### src/rtl/decode_pkg.sv
// decode_pkg: RV32I opcode constants, selector enums and the decoded control word
package decode_pkg;
  localparam logic [6:0] OPC_LOAD   = 7'b0000011;
  localparam logic [6:0] OPC_OPIMM  = 7'b0010011;
  localparam logic [6:0] OPC_AUIPC  = 7'b0010111;
  localparam logic [6:0] OPC_STORE  = 7'b0100011;
  localparam logic [6:0] OPC_OP     = 7'b0110011;
  localparam logic [6:0] OPC_LUI    = 7'b0110111;
  localparam logic [6:0] OPC_BRANCH = 7'b1100011;
  localparam logic [6:0] OPC_JALR   = 7'b1100111;
  localparam logic [6:0] OPC_JAL    = 7'b1101111;
  typedef enum logic [2:0] {
    ALUOP_ADD, ALUOP_SLL, ALUOP_SLT, ALUOP_SLTU, ALUOP_XOR, ALUOP_SRL, ALUOP_OR, ALUOP_AND
  } alu_op_t;
  typedef enum logic [1:0] {SRC1_RS1, SRC1_PC, SRC1_ZERO} src1_sel_t;
  typedef enum logic [1:0] {SRC2_RS2, SRC2_IMM, SRC2_FOUR} src2_sel_t;
  typedef enum logic [2:0] {IMM_NONE, IMM_I, IMM_S, IMM_B, IMM_U, IMM_J, IMM_SH} imm_fmt_t;
  typedef struct packed {
    alu_op_t    alu_op;
    logic       alu_alt;
    src1_sel_t  src1_sel;
    src2_sel_t  src2_sel;
    logic [4:0] rs1;
    logic [4:0] rs2;
    logic [4:0] rd;
    logic       reg_write;
    logic       branch;
    logic [2:0] branch_cond;
    logic       jump;
    logic       jump_reg;
    logic       load;
    logic       store;
    logic [2:0] mem_width;
    logic       illegal;
  } decoded_t;
endpackage

### src/rtl/decode_stage_imm_gen.sv
// decode_stage_imm_gen: builds the 32-bit immediate of an RV32I instruction for a given format
module decode_stage_imm_gen
  import decode_pkg::*;
(
  input  logic [31:7] instr,
  input  imm_fmt_t    fmt,
  output logic [31:0] imm
);
  always_comb begin
    imm = '0;
    case (fmt)
      IMM_I:   imm = {{20{instr[31]}}, instr[31:20]};
      IMM_S:   imm = {{20{instr[31]}}, instr[31:25], instr[11:7]};
      IMM_B:   imm = {{19{instr[31]}}, instr[31], instr[7], instr[30:25], instr[11:8], 1'b0};
      IMM_U:   imm = {instr[31:12], 12'b0};
      IMM_J:   imm = {{11{instr[31]}}, instr[31], instr[19:12], instr[20], instr[30:21], 1'b0};
      IMM_SH:  imm = {27'b0, instr[24:20]};
      default: imm = '0;
    endcase
  end
endmodule

### src/rtl/decode_stage.sv
// decode_stage: RV32I decode pipeline stage registering the control word behind a valid/ready handshake
module decode_stage
  import decode_pkg::*;
(
  input  logic        i_Clock,
  input  logic        i_Reset,
  input  logic        i_Flush,
  input  logic        i_FetchValid,
  input  logic [31:0] i_FetchInstr,
  input  logic [31:0] i_FetchPC,
  output logic        o_FetchReady,
  output logic        o_DecValid,
  input  logic        i_ExecReady,
  output logic [31:0] o_PC,
  output logic [2:0]  o_AluOp,
  output logic        o_AluOpAlt,
  output logic [1:0]  o_Src1Sel,
  output logic [1:0]  o_Src2Sel,
  output logic [4:0]  o_Rs1,
  output logic [4:0]  o_Rs2,
  output logic [4:0]  o_Rd,
  output logic [31:0] o_Imm,
  output logic        o_RegWrite,
  output logic        o_Branch,
  output logic [2:0]  o_BranchCond,
  output logic        o_Jump,
  output logic        o_JumpReg,
  output logic        o_Load,
  output logic        o_Store,
  output logic [2:0]  o_MemWidth,
  output logic        o_Illegal
);
  logic [6:0] opc;
  logic [2:0] f3;
  logic [6:0] f7;
  logic [4:0] rs1;
  logic [4:0] rs2;
  logic [4:0] rd;
  decoded_t dec, dec_d, dec_q;
  imm_fmt_t fmt;
  logic legal;
  logic [31:0] imm, imm_d, imm_q;
  logic [31:0] pc_d, pc_q;
  logic valid_d, valid_q;
  logic fire, load;
  assign opc = i_FetchInstr[6:0];
  assign f3  = i_FetchInstr[14:12];
  assign f7  = i_FetchInstr[31:25];
  assign rs1 = i_FetchInstr[19:15];
  assign rs2 = i_FetchInstr[24:20];
  assign rd  = i_FetchInstr[11:7];
  decode_stage_imm_gen u_imm_gen (
    .instr(i_FetchInstr[31:7]),
    .fmt  (fmt),
    .imm  (imm)
  );
  always_comb begin
    dec = '0;
    fmt = IMM_NONE;
    legal = 1'b0;
    case (opc)
      OPC_OP: begin
        legal = f7 == 7'h00 || (f7 == 7'h20 && (f3 == 3'b000 || f3 == 3'b101));
        dec.alu_op = alu_op_t'(f3);
        dec.alu_alt = f7[5];
        dec.rs1 = rs1;
        dec.rs2 = rs2;
        dec.rd = rd;
        dec.reg_write = 1'b1;
      end
      OPC_OPIMM: begin
        legal = f3 == 3'b001 ? f7 == 7'h00 : (f3 != 3'b101 || f7 == 7'h00 || f7 == 7'h20);
        dec.alu_op = alu_op_t'(f3);
        dec.alu_alt = f3 == 3'b101 && f7[5];
        dec.src2_sel = SRC2_IMM;
        dec.rs1 = rs1;
        dec.rd = rd;
        dec.reg_write = 1'b1;
        fmt = f3[1:0] == 2'b01 ? IMM_SH : IMM_I;
      end
      OPC_LUI, OPC_AUIPC: begin
        legal = 1'b1;
        dec.src1_sel = opc == OPC_LUI ? SRC1_ZERO : SRC1_PC;
        dec.src2_sel = SRC2_IMM;
        dec.rd = rd;
        dec.reg_write = 1'b1;
        fmt = IMM_U;
      end
      OPC_JAL, OPC_JALR: begin
        legal = opc == OPC_JAL || f3 == 3'b000;
        dec.src1_sel = SRC1_PC;
        dec.src2_sel = SRC2_FOUR;
        dec.rs1 = opc == OPC_JALR ? rs1 : 5'd0;
        dec.rd = rd;
        dec.reg_write = 1'b1;
        dec.jump = 1'b1;
        dec.jump_reg = opc == OPC_JALR;
        fmt = opc == OPC_JAL ? IMM_J : IMM_I;
      end
      OPC_LOAD: begin
        legal = f3[1:0] != 2'b11 && f3 != 3'b110;
        dec.src2_sel = SRC2_IMM;
        dec.rs1 = rs1;
        dec.rd = rd;
        dec.reg_write = 1'b1;
        dec.load = 1'b1;
        dec.mem_width = f3;
        fmt = IMM_I;
      end
      OPC_STORE: begin
        legal = !f3[2] && f3[1:0] != 2'b11;
        dec.src2_sel = SRC2_IMM;
        dec.rs1 = rs1;
        dec.rs2 = rs2;
        dec.store = 1'b1;
        dec.mem_width = f3;
        fmt = IMM_S;
      end
      OPC_BRANCH: begin
        legal = f3[2:1] != 2'b01;
        dec.alu_op = f3[2] ? (f3[1] ? ALUOP_SLTU : ALUOP_SLT) : ALUOP_ADD;
        dec.alu_alt = !f3[2];
        dec.rs1 = rs1;
        dec.rs2 = rs2;
        dec.branch = 1'b1;
        dec.branch_cond = f3;
        fmt = IMM_B;
      end
      default: legal = 1'b0;
    endcase
    dec.reg_write = dec.reg_write && rd != 5'd0;
    if (!legal) begin
      dec = '0;
      dec.illegal = 1'b1;
      fmt = IMM_NONE;
    end
  end
  assign o_FetchReady = !valid_q || i_ExecReady;
  assign fire = i_FetchValid && o_FetchReady;
  always_comb begin
    load = fire && !i_Flush;
    valid_d = i_Flush ? 1'b0 : fire || (valid_q && !i_ExecReady);
    dec_d = load ? dec : dec_q;
    imm_d = load ? imm : imm_q;
    pc_d = load ? i_FetchPC : pc_q;
  end
  always_ff @(posedge i_Clock) begin
    if (i_Reset) begin
      valid_q <= 1'b0;
      dec_q <= '0;
      imm_q <= '0;
      pc_q <= '0;
    end else begin
      valid_q <= valid_d;
      dec_q <= dec_d;
      imm_q <= imm_d;
      pc_q <= pc_d;
    end
  end
  assign o_DecValid   = valid_q;
  assign o_PC         = pc_q;
  assign o_AluOp      = dec_q.alu_op;
  assign o_AluOpAlt   = dec_q.alu_alt;
  assign o_Src1Sel    = dec_q.src1_sel;
  assign o_Src2Sel    = dec_q.src2_sel;
  assign o_Rs1        = dec_q.rs1;
  assign o_Rs2        = dec_q.rs2;
  assign o_Rd         = dec_q.rd;
  assign o_Imm        = imm_q;
  assign o_RegWrite   = dec_q.reg_write;
  assign o_Branch     = dec_q.branch;
  assign o_BranchCond = dec_q.branch_cond;
  assign o_Jump       = dec_q.jump;
  assign o_JumpReg    = dec_q.jump_reg;
  assign o_Load       = dec_q.load;
  assign o_Store      = dec_q.store;
  assign o_MemWidth   = dec_q.mem_width;
  assign o_Illegal    = dec_q.illegal;
endmodule
### config.mk
export PLATFORM = sky130hd
export DESIGN_NAME = decode_stage
export DESIGN_NICKNAME = d
export VERILOG_FILES = /design/src/rtl/decode_pkg.sv /design/src/rtl/decode_stage_imm_gen.sv /design/src/rtl/decode_stage.sv
export SDC_FILE = /design/constraint.sdc
export NUM_CORES = 1
export LEC_CHECK = 0
export BUFFER_PORTS_ARGS = -buffer_cell sky130_fd_sc_hd__buf_2
export CAP_MARGIN = 5
export CORE_MARGIN = 2
export CORE_UTILIZATION = 40
export DETAILED_ROUTE_END_ITERATION = 6
export PLACE_DENSITY = 0.68
export RECOVER_POWER = 100
export REMOVE_ABC_BUFFERS = 1
export SLEW_MARGIN = 30
export SYNTH_ARGS = -nofsm -noshare
export SYNTH_HDL_FRONTEND = slang
export SYNTH_HIERARCHICAL = 1
export SYNTH_SLANG_ARGS = --single-unit
### constraint.sdc
create_clock -name i_Clock -period 5.9 [get_ports i_Clock]
set_clock_uncertainty 0.05 [all_clocks]
set_input_delay 1.18 -clock i_Clock [delete_from_list [all_inputs] [get_ports i_Clock]]
set_output_delay 1.18 -clock i_Clock [all_outputs]
set_load 0.005 [all_outputs]
Word level (Yosys, flattened, before mapping). Cells that the tools add are included.

Eq/ne operators: 23. Reduce and logical (&&, ||, !) cells: 30. Multiplexer cells: 23.

Operators by type and width (number): $pmux 32 s6 (1); $mux 36 (1); $eq 7x6->1 const B (4); $eq 7x7->1 const B (3); $pmux 3 s6 (1); $eq 7x5->1 const B (2); $eq 3x3->1 const B (4); $mux 3 (4); $pmux 4 s3 (1); $mux 5 (2); $pmux 5 s2 (1); $reduce_or 5->1 (2); $logic_and 1x1->1 (8); $pmux 2 s2 (2); $reduce_or 2->1 (4); $eq 7x2->1 const B (1); $logic_not 7->1 (1); $logic_or 1x1->1 (7); $pmux 1 s7 (1); $reduce_or 7->1 (1); $eq 3x1->1 const B (2); $eq 3x2->1 const B (2); $mux 2 (3); $mux 6 (1); 10 further kinds (17).

Output and inout port bits: 102. Flip-flop bits (word level): 101. Logic and storage cells: 95. Input port bits: 69.

Logic depth before layout (Yosys ltp). Gate-level depths: netlist (run 1).

Depth in word-level cells: 8. Gate-level depth with buffers: 14. Depth with buffers taken out: 10.

Hierarchy. The synthesis (run 1) kept the hierarchy.

By module, submodules not included: decode_stage (times used 1, area each 3875.0 µm², cells each 473, seq. area each 2001.9 µm²); decode_stage_imm_gen (times used 1, area each 419.2 µm², cells each 67, seq. area each 0.0 µm²).

Least setup slack after synthesis (run 1). OpenSTA, ideal clock, no wires.

Path type: input -> register. From: input port i_FetchInstr[26]. To: register imm_q[11], in the netlist o_Imm[11]. Required time: 5780 ps. Slack: 2193 ps. Stages on the path: 11. Arrival: 3586 ps. Buffers on the path: 1. Setup time: 70 ps. Cells stage by stage: or4_1 -> nor4b_2 -> a311oi_1 -> o2111a_1 -> buf_6 -> a31oi_1 -> inv_1 -> nor2_4 -> a32o_1 -> nand2_1 -> a21oi_1.

Word-level cells in the longest chain between the ends: 8. Elaborated cells on any way between the ends: 16. Classes of those cells: 7 x eq/ne; 4 x mux; 5 x reduce/logical.

Ends and longest elaborated chain: start: declaration (RTL line decode_stage.sv:9) `input logic [31:0] i_FetchInstr,`; $logic_not 7->1 (RTL line decode_stage.sv:63, decode_stage.sv:72); $logic_or 1x1->1 (2 in series) (RTL line decode_stage.sv:72) `legal = f3 == 3'b001 ? f7 == 7'h00 : (f3 != 3'b101 || f7 == 7'h00 || f7 == 7'h20);`; $mux 1 (RTL line decode_stage.sv:72); $pmux 1 s7 * (RTL line decode_stage.sv:61) `case (opc)`; $mux 3 * (RTL line decode_stage.sv:132) `if (!legal) begin`; named net fmt[2] (RTL line decode_stage.sv:40) `imm_fmt_t fmt;`; $eq 3x3->1, or another cell as far along (RTL line decode_stage_imm_gen.sv:11) `case (fmt)`; $pmux 32 s6 * (RTL line decode_stage_imm_gen.sv:11); named net imm[11] (RTL line decode_stage.sv:42) `logic [31:0] imm, imm_d, imm_q;`; end signal: assignment (RTL line decode_stage.sv:156) `imm_q <= imm_d;`; end: declaration (RTL line decode_stage.sv:42).

The timed path passes the listed nets; every way through them passes the cells marked *. A chain may end at the register's enable or synchronous reset.

Worst setup path after layout (run 1).
From: input port i_ExecReady. To: register imm_q[6], in the netlist o_Imm[6].

Word-level cells in the longest chain between the ends: 3.

Ends and longest elaborated chain: start: declaration (RTL line decode_stage.sv:13) `input logic i_ExecReady,`; $logic_or 1x1->1 (RTL line decode_stage.sv:138) `assign o_FetchReady = !valid_q || i_ExecReady;`; $logic_and 1x1->1 (RTL line decode_stage.sv:139) `assign fire = i_FetchValid && o_FetchReady;`; $logic_and 1x1->1 (RTL line decode_stage.sv:141) `load = fire && !i_Flush;`.

No other way between the ends.

==> flow_summary_export.csv, run 1 <==
group,metric,value,unit
routing,viasPerCell,5.30,
logic_synthesis,synth.ff_latch_count,100,
routing,wl,12.4,mm
logic_synthesis,syn_area,4290,sq um
floorplan,rows,37,
pwr,p_total,1210,uW
worst_setup_path,critPathKind,"in2reg",
pwr,p_per_area,229,nW/um^2
routing,firstDrtPassIters,5,
clocking,cts_setup_buffers,0,
timing,worst_pin_slew,2630,ps
run,drv_cap,2,
cells_and_area,final_util,0.509,
run_status,status,"finished with violations",
cells_and_area,drive_above_1_share,0.205,
run_status,violations,"max-capacitance violations, max-slew violations",
clocking,cts_resized,0,
timing,max_freq,0.222,GHz
timing,setup_ws,1390,ps
timing,holdWs,404,ps
clocking,cts.htree.levels,3,
worst_setup_path,cp.arrival,4750,ps
grt,grt_pass1_wl,19.9,mm
logic_synthesis,synth_flop_cell,"dfxtp_1",
routing,num_vias,4380,
cells_and_area,multi_input_area,2090,sq um
grt,grt_antenna_before_repair,0,
logic_synthesis,synth.distinct_cells,48,
timing,max_slew_margin,-0.755,
worst_setup_path,end_kind,"register",
cells_and_area,layout_commonest_cell,"nand2_1",
grt,grt_pass1_vias,4177,
clocking,numCtsBuffers,9,
logic_synthesis,synth-edff-count,0,
floorplan,die_y,108,microns
floorplan,dieArea,11600,sq um
routing,final_antenna_net_count,0,
clocking,clock_path_buffers,2,
clocking,clk_latency,370,ps
logic_synthesis,synth_cells,540,
timing,min_period,4510,ps
routing,first_iter_violations,246,
cells_and_area,fillers,1088,
worst_hold_path,hp-class,"reg2reg",
logic_synthesis,ys.warnings.count,6,
routing,drc,0,
clocking,cts_sinks,100,
clocking,cts_hold_buf,0,
timing,hold_viol_final,0,
pwr,p_leak,0.00211,uW
grt,gr-total-overflow,0,
timing,maxSlewViolCount,121,
floorplan,core_area,10400,sq um
cells_and_area,final_cell_mix,"nand2_1 (167), buf_2 (115), dfxtp_1 (100), a21oi_1 (69), clkbuf_1 (56)",
worst_hold_path,hold_depth,2,
cells_and_area,num-nets-final,756,
logic_synthesis,ys_async_sr_fraction,0,
worst_setup_path,critPathRequiredTime,6140,ps
floorplan,start_util,0.414,
cells_and_area,syn_to_final_growth,23.0,%
cells_and_area,n_antenna_cell,0,
place,hpwl,8.91,mm
grt,grt.total_usage,0.213,
worst_setup_path,crit_fanout,64,
pwr,peakVddDrop,0.102,mV
floorplan,pin_count,171,
logic_synthesis,yosysSeqAreaShare,0.466,
worst_setup_path,worst_setup_path_start_kind,"input port",
floorplan,die_w,108,microns
timing,setup_viol,0,
grt,grt_max_degree,78,
timing,rsz0062_at_grt,"no",
routing,wl_per_cell,15.0,microns
place,portBuffers,170,
clocking,cts-root-buf,"clkbuf_8",
clocking,cts_tree,"done",
place,place_congestion,0.890,
worst_setup_path,rr_worst_depth,5,
place,dp_slack,1260,ps
logic_synthesis,avgSynthCellArea,7.95,sq um
cells_and_area,seq_area,2000,sq um
timing,tns,0,ps
clocking,cts.clk_slew.worst_paths,100,ps
timing,period_share,0.764,
cell usage after synthesis, drive strengths merged (2+ instances only):
cell,number,area share
a21o,8,0.014
a21oi,70,0.082
a22oi,7,0.012
a31oi,2,0.0029
a32o,21,0.049
and2,11,0.016
and3,2,0.0029
and3b,2,0.0041
and4,3,0.0061
buf,10,0.015
clkbuf,31,0.027
dfxtp,100,0.47
inv,5,0.0044
mux2i,3,0.0070
nand2,167,0.15
nand3,7,0.0082
nand3b,3,0.0052
nand4,2,0.0029
nor2,19,0.018
nor2b,7,0.014
nor3,3,0.0035
nor3b,2,0.0058
o2111ai,2,0.0041
o21a,2,0.0035
o21ai,25,0.029
o31ai,7,0.012
o41ai,2,0.0041
or4,3,0.0052
registers in the layout (all words and copies together) (netlist names), 2 cells and up:
signal        count
o_AluOp           3
o_Src2Sel         2
o_MemWidth        3
o_Rs1             5
o_PC             32
o_Rd              5
o_Rs2             5
o_Imm            32
o_Src1Sel         2
o_BranchCond      3
cell families after synthesis:
kind of cell | share of synthesized area
multiplexers | 0.00699
XOR/XNOR | 0.00204
buffers and inverters | 0.0466
AND/OR/NAND/NOR | 0.253
AO/OA/AOI/OAI | 0.225
flip-flops | 0.466
worst paths after layout:
path	end	start	slack, ps
worst max-delay path	o_Imm[6]$_SDFFE_PP0P_	i_ExecReady	1390
worst min-delay path	o_Rs1[2]$_SDFFE_PP0P_	o_Rs1[2]$_SDFFE_PP0P_	400
worst max register to register	o_Imm[6]$_SDFFE_PP0P_	o_DecValid$_SDFF_PP0_	1870
worst min register to register	o_Rs1[2]$_SDFFE_PP0P_	o_Rs1[2]$_SDFFE_PP0P_	400
layer usage:
metal	vias to the layer above	track usage	wire length (microns)
met2	143	0.359	6100
met3	21	0.0400	643
met4	0	0.0797	272
met1	2050	0.271	5390
li1	2166	-	-
met5	-	0	0
critical path, stage by stage:
cell and delay [ps]:
buf_2 80, nor2b_1 60, nor3b_1 1060, clkbuf_1 1930
nand2_1 170, a21oi_1 210
per-stage QoR:
| stage | area [sq um] | std cells |
|---|---|---|
| global placement | 5190 | 812 |
| global route | 5280 | 827 |
| detailed placement | 5190 | 812 |
| CTS | 5370 | 827 |
| finish | 5280 | 827 |
| floorplan | 4110 | 499 |
final cells by class:
| cell class | instances | area share |
|---|---|---|
| Clock inverter | 6 | 0.00924 |
| Tap cell | 136 | 0.0322 |
| Clock buffer | 9 | 0.0235 |
| Inverter | 5 | 0.00355 |
| Sequential cell | 100 | 0.379 |
| Timing Repair Buffer | 177 | 0.157 |
| Multi-Input combinational cell | 394 | 0.396 |
power by group:
part	switching (uW)	internal [uW]	leakage [uW]
combinational	73.1	39.4	0.00121
clock	251	157	0.0000840
sequential	5.33	686	0.000809
Note: power is estimated with default switching activity, not from simulation.
==> inputs of run 2 (changes only) <==
--- a/config.mk
+++ b/config.mk
@@ -10,7 +10,7 @@
 export CORE_MARGIN = 2
 export CORE_UTILIZATION = 40
 export DETAILED_ROUTE_END_ITERATION = 6
-export PLACE_DENSITY = 0.68
+export PLACE_DENSITY = 0.71
 export RECOVER_POWER = 100
 export REMOVE_ABC_BUFFERS = 1
 export SLEW_MARGIN = 30
==> constraint.sdc (replaced) <==
create_clock -name i_Clock -period 3.88 [get_ports i_Clock]
set_clock_uncertainty 0.05 [all_clocks]
set_input_delay 0.776 -clock i_Clock [delete_from_list [all_inputs] [get_ports i_Clock]]
set_output_delay 0.776 -clock i_Clock [all_outputs]
set_load 0.005 [all_outputs]
==> flow_summary_export.csv, run 2 (same netlist as run 1, synthesis figures left out) <==
group,metric,value,unit
worst_setup_path,reg2reg_from,"o_DecValid$_SDFF_PP0_",
worst_setup_path,critical_path.cell_chain,"clkbuf_1, or4_1, nor3_1, a311oi_1, o2111a_1, clkbuf_2, a21oi_1, clkbuf_1, nor2_1, nor3b_2, a21o_1, nand2_1, a21oi_1",
clocking,cts.clk_slew.worst_paths,90,ps
grt,grt_max_degree,58,
timing,min_period,3480,ps
cells_and_area,num-nets-final,760,
clocking,cts_sinks,100,
routing,first_iter_violations,217,
floorplan,rows,37,
clocking,cts-root-buf,"clkbuf_8",
clocking,cts.htree.levels,3,
worst_hold_path,min_from,"o_Imm[24]$_SDFFE_PP0P_",
timing,period_share,0.896,
timing,worst_pin_slew,2510,ps
worst_setup_path,crit_fanout,9,
run_status,status,"finished with violations",
pwr,peakVddDrop,0.149,mV
pwr,p_per_area,348,nW/um^2
floorplan,dieArea,11600,sq um
timing,setup_viol,0,
worst_setup_path,crit_path_top_delay_cell,"or4_1",
floorplan,die_y,108,microns
run,drv_cap,2,
floorplan,die_w,108,microns
clocking,clk_latency,360,ps
clocking,cts_hold_buf,0,
place,hpwl,9.01,mm
worst_setup_path,end_kind,"register",
grt,grt.total_usage,0.209,
clocking,numCtsBuffers,9,
grt,gr-total-overflow,0,
cells_and_area,syn_to_final_growth,23.2,%
worst_setup_path,critPathRequiredTime,4120,ps
place,place_congestion,0.916,
floorplan,start_util,0.414,
worst_setup_path,max_stage_delay,610,ps
cells_and_area,drive_above_1_share,0.197,
worst_setup_path,rr_worst_depth,7,
run_status,violations,"max-capacitance violations, max-slew violations",
worst_setup_path,cp.arrival,3720,ps
worst_setup_path,worst_setup_path_start_kind,"input port",
clocking,cts_resized,0,
floorplan,pin_count,171,
worst_hold_path,hold_depth,2,
worst_hold_path,hp-class,"reg2reg",
worst_setup_path,critPathKind,"in2reg",
clocking,cts_tree,"done",
worst_setup_path,reg2reg_slack,820,ps
routing,viasPerCell,5.24,
cells_and_area,fin_cells,832,
cells_and_area,final_cell_mix,"nand2_1 (167), buf_2 (109), dfxtp_1 (100), a21oi_1 (70), clkbuf_1 (66)",
worst_hold_path,whs_endpoint,"o_Imm[24]$_SDFFE_PP0P_",
timing,rsz0062_at_grt,"no",
timing,max_freq,0.288,GHz
floorplan,core_area,10400,sq um
grt,grt_pass1_wl,19.3,mm
routing,drc,0,
clocking,clock_path_buffers,2,
routing,wl_per_cell,14.9,microns
cells_and_area,layout_commonest_cell,"nand2_1",
pwr,p_leak,0.00209,uW
timing,max_slew_margin,-0.675,
timing,maxSlewViolCount,109,
timing,holdWs,406,ps
cells_and_area,n_antenna_cell,0,
routing,num_vias,4362,
routing,firstDrtPassIters,4,
place,place_inst,816,
grt,grt_antenna_before_repair,0,
routing,final_antenna_net_count,0,
clocking,cts_setup_buffers,0,
worst_setup_path,rr_endpoint,"o_MemWidth[1]$_SDFFE_PP0P_",
place,portBuffers,170,
grt,grt_pass1_vias,3936,
timing,hold_viol_final,0,
routing,wl,12.4,mm
[run 2: cell count changes in the layout (fill, tap and decap cells not counted)]
cell / delta
clkbuf_2: +2
clkinv_4: +1
buf_2: -6
clkbuf_1: +10
a21oi_2: -1
buf_1: -1
inv_6: -1
a21oi_1: +1
[run 2: layout make-up]
class | instances | area (sq um)
tap | 136 | 170
multi-input combinational | 394 | 2090
timing repair buffer | 181 | 837
fill | 1057 | 5080
inverter | 5 | 18.8
clock buffer | 10 | 128
sequential | 100 | 2000
clock inverter | 6 | 48.8
[run 2: worst max-delay path by stage]
stage                     slack, ps                 endpoint  depth (start not counted)             start
final                           400   o_Imm[12]$_SDFFE_PP0P_                         13  i_FetchInstr[26]
after floorplan                -290  o_AluOpAlt$_SDFFE_PP0P_                          4       i_ExecReady
after CTS                       620   o_Imm[21]$_SDFFE_PP0P_                         12  i_FetchInstr[26]
after detailed placement        230   o_Imm[21]$_SDFFE_PP0P_                         12  i_FetchInstr[26]
after global routing            190   o_Imm[28]$_SDFFE_PP0P_                         13  i_FetchInstr[12]
after global placement          310   o_Imm[23]$_SDFFE_PP0P_                         12  i_FetchInstr[26]
[run 2: report_power, final]
| group | internal [uW] | switching, uW | total, uW |
|---|---|---|---|
| sequential | 1040 | 7.87 | 1050 |
| combinational | 58.5 | 111 | 169 |
| clock | 240 | 381 | 621 |
| total | 1340 | 500 | 1840 |
[run 2: metrics by stage]
step	setup slack (ps)	cell area, sq um	power (uW)	TNS (ps)	util
2_1_floorplan	-288	4110	1140	-4780	-
3_3_place_gp	315	5220	1250	0	0.504
3_5_place_dp	226	5220	1250	0	0.504
4_1_cts	616	5400	1860	0	0.521
5_1_grt	191	5290	1920	0	0.510
6_report	402	5290	1840	0	0.510
[run 2: critical path: cells and delay by family]
kind	cells	cell delay, ps
AND/OR/NAND/NOR	5	1490
AO/OA/AOI/OAI	5	890
buffers and inverters	3	570
[run 2: metal layers]
layer	global-route usage	vias to the layer above	wire length [microns]
met5	0	-	0
met4	0.0842	0	318
met3	0.0436	25	699
met2	0.348	122	5990
met1	0.263	2049	5370
li1	-	2166	-
==> inputs of run 3 (changes only) <==
--- a/config.mk
+++ b/config.mk
@@ -11,7 +11,6 @@
 export CORE_UTILIZATION = 40
 export DETAILED_ROUTE_END_ITERATION = 6
 export PLACE_DENSITY = 0.71
-export RECOVER_POWER = 100
 export REMOVE_ABC_BUFFERS = 1
 export SLEW_MARGIN = 30
 export SYNTH_ARGS = -nofsm -noshare
==> flow_summary_export.csv, run 3 (same netlist as run 1, synthesis figures left out) <==
group,metric,value,unit
floorplan,core_area,10400,sq um
floorplan,die_w,108,microns
clocking,cts_hold_buf,0,
pwr,p_per_area,342,nW/um^2
cells_and_area,fin_area,5400,sq um
clocking,cts-root-buf,"clkbuf_8",
pwr,peakVddDrop,0.149,mV
timing,rsz0062_at_grt,"no",
timing,setup_viol,0,
routing,firstDrtPassIters,4,
timing,maxSlewViolCount,0,
worst_setup_path,end_kind,"register",
timing,min_period,3290,ps
cells_and_area,n_antenna_cell,0,
grt,gr-total-overflow,0,
floorplan,rows,37,
worst_setup_path,crit_path_top_delay_cell,"or4_1",
place,place_area,5220,sq um
worst_setup_path,cp.arrival,3470,ps
routing,wl,12.3,mm
routing,wl_per_cell,14.8,microns
worst_setup_path,critPathKind,"in2reg",
routing,viasPerCell,5.22,
clocking,cts.clk_slew.worst_paths,90,ps
routing,drc,0,
clocking,clock_path_buffers,2,
clocking,numCtsBuffers,9,
floorplan,start_util,0.414,
worst_hold_path,hp-class,"reg2reg",
clocking,cts.htree.levels,3,
routing,final_antenna_net_count,0,
routing,first_iter_violations,250,
pwr,p_leak,0.00237,uW
worst_setup_path,worst_setup_path_start_kind,"input port",
cells_and_area,drive_above_1_share,0.292,
worst_setup_path,critPathRequiredTime,4060,ps
place,portBuffers,170,
grt,grt_max_degree,58,
grt,grt_pass1_wl,19.3,mm
cells_and_area,num-nets-final,760,
cells_and_area,final_cell_mix,"buf_2 (170), nand2_1 (167), dfxtp_1 (100), a21oi_1 (70), o21ai_0 (23)",
place,place_congestion,0.916,
worst_setup_path,crit_fanout,18,
clocking,clk_latency,360,ps
worst_setup_path,critical_path.cell_chain,"buf_2, or4_1, nor3_1, a311oi_1, o2111a_1, a21oi_1, buf_4, nor2b_4, o21ai_1, o21ai_0, nand2_1, a21oi_1",
clocking,cts_sinks,100,
grt,grt.total_usage,0.209,
timing,hold_viol_final,0,
timing,max_slew_margin,0.552,
grt,grt_pass1_vias,3936,
run_status,status,"completed",
cells_and_area,layout_commonest_cell,"buf_2",
worst_setup_path,crit_family,"compound AO/OA/AOI/OAI gates",
routing,num_vias,4347,
floorplan,pin_count,171,
worst_setup_path,max_stage_delay,600,ps
run,drv_cap,0,
place,hpwl,9.01,mm
cells_and_area,final_util,0.521,
worst_setup_path,cp_common_cell,"a21oi_1",
worst_setup_path,crit_buf_inv,2,
clocking,cts_tree,"done",
clocking,cts_resized,0,
floorplan,die_y,108,microns
clocking,cts_setup_buffers,0,
floorplan,dieArea,11600,sq um
cells_and_area,syn_to_final_growth,25.7,%
grt,grt_antenna_before_repair,0,
timing,max_freq,0.304,GHz
timing,period_share,0.848,
timing,worst_pin_slew,667,ps
run 3: changes by cell type in the layout (fill, tap and decap cells not counted):
cell	previous run	this run
buf_2	109	170
buf_4	5	11
clkbuf_1	66	1
clkbuf_2	2	0
nor3b_1	1	0
nor3b_4	0	1
run 3: worst paths after layout:
path | startpoint | to | slack (ps) | cells after the start
worst max register to register | o_DecValid$_SDFF_PP0_ | o_Rd[2]$_SDFFE_PP0P_ | 1920 | 6
worst max-delay path | i_FetchInstr[26] | o_Imm[21]$_SDFFE_PP0P_ | 590 | 12
worst min-delay path | o_Imm[0]$_SDFFE_PP0P_ | o_Imm[0]$_SDFFE_PP0P_ | 410 | 2
worst min register to register | o_Imm[0]$_SDFFE_PP0P_ | o_Imm[0]$_SDFFE_PP0P_ | 410 | 2
run 3: worst register-to-register path: cells and delay by family, from the launching register on:
family / cells / cell delay, ps
compound gates: 1 / 220
simple gates: 3 / 630
flops: 1 / 320
buf+inv: 2 / 660
run 3: per-layer routing:
layer / share of wire / GRT usage / wire length (microns) / vias up
met3: 0.062 / 0.0436 / 766 / 22
li1: - / - / - / 2164
met4: 0.024 / 0.0842 / 292 / 0
met5: 0 / 0 / 0 / -
met2: 0.48 / 0.348 / 5970 / 122
met1: 0.43 / 0.263 / 5290 / 2039
run 3: final cells by class:
cell class	count	area (sq um)
Fill cell	1023	4970
Sequential cell	100	2000
Multi-Input combinational cell	394	2100
Timing Repair Buffer	181	933
Clock inverter	6	48.8
Clock buffer	10	128
Tap cell	136	170
Inverter	5	18.8
run 3: through the flow:
step                total power [uW]  setup slack, ps  std cells  setup TNS, ps  hold WS, ps
floorplan                       1140             -288        499          -4780          392
global placement                1250              315        816              0          385
detailed placement              1250              226        816              0          394
CTS                             1860              616        832              0          408
global route                    1930              332        832              0          429
finish                          1840              592        832              0          406
run 3: where the power goes:
group	switching (uW)	leakage, uW	internal (uW)	total [uW]
combinational	111	0.00148	64.2	175
sequential	7.53	0.000809	1040	1050
clock	379	0.0000848	240	619
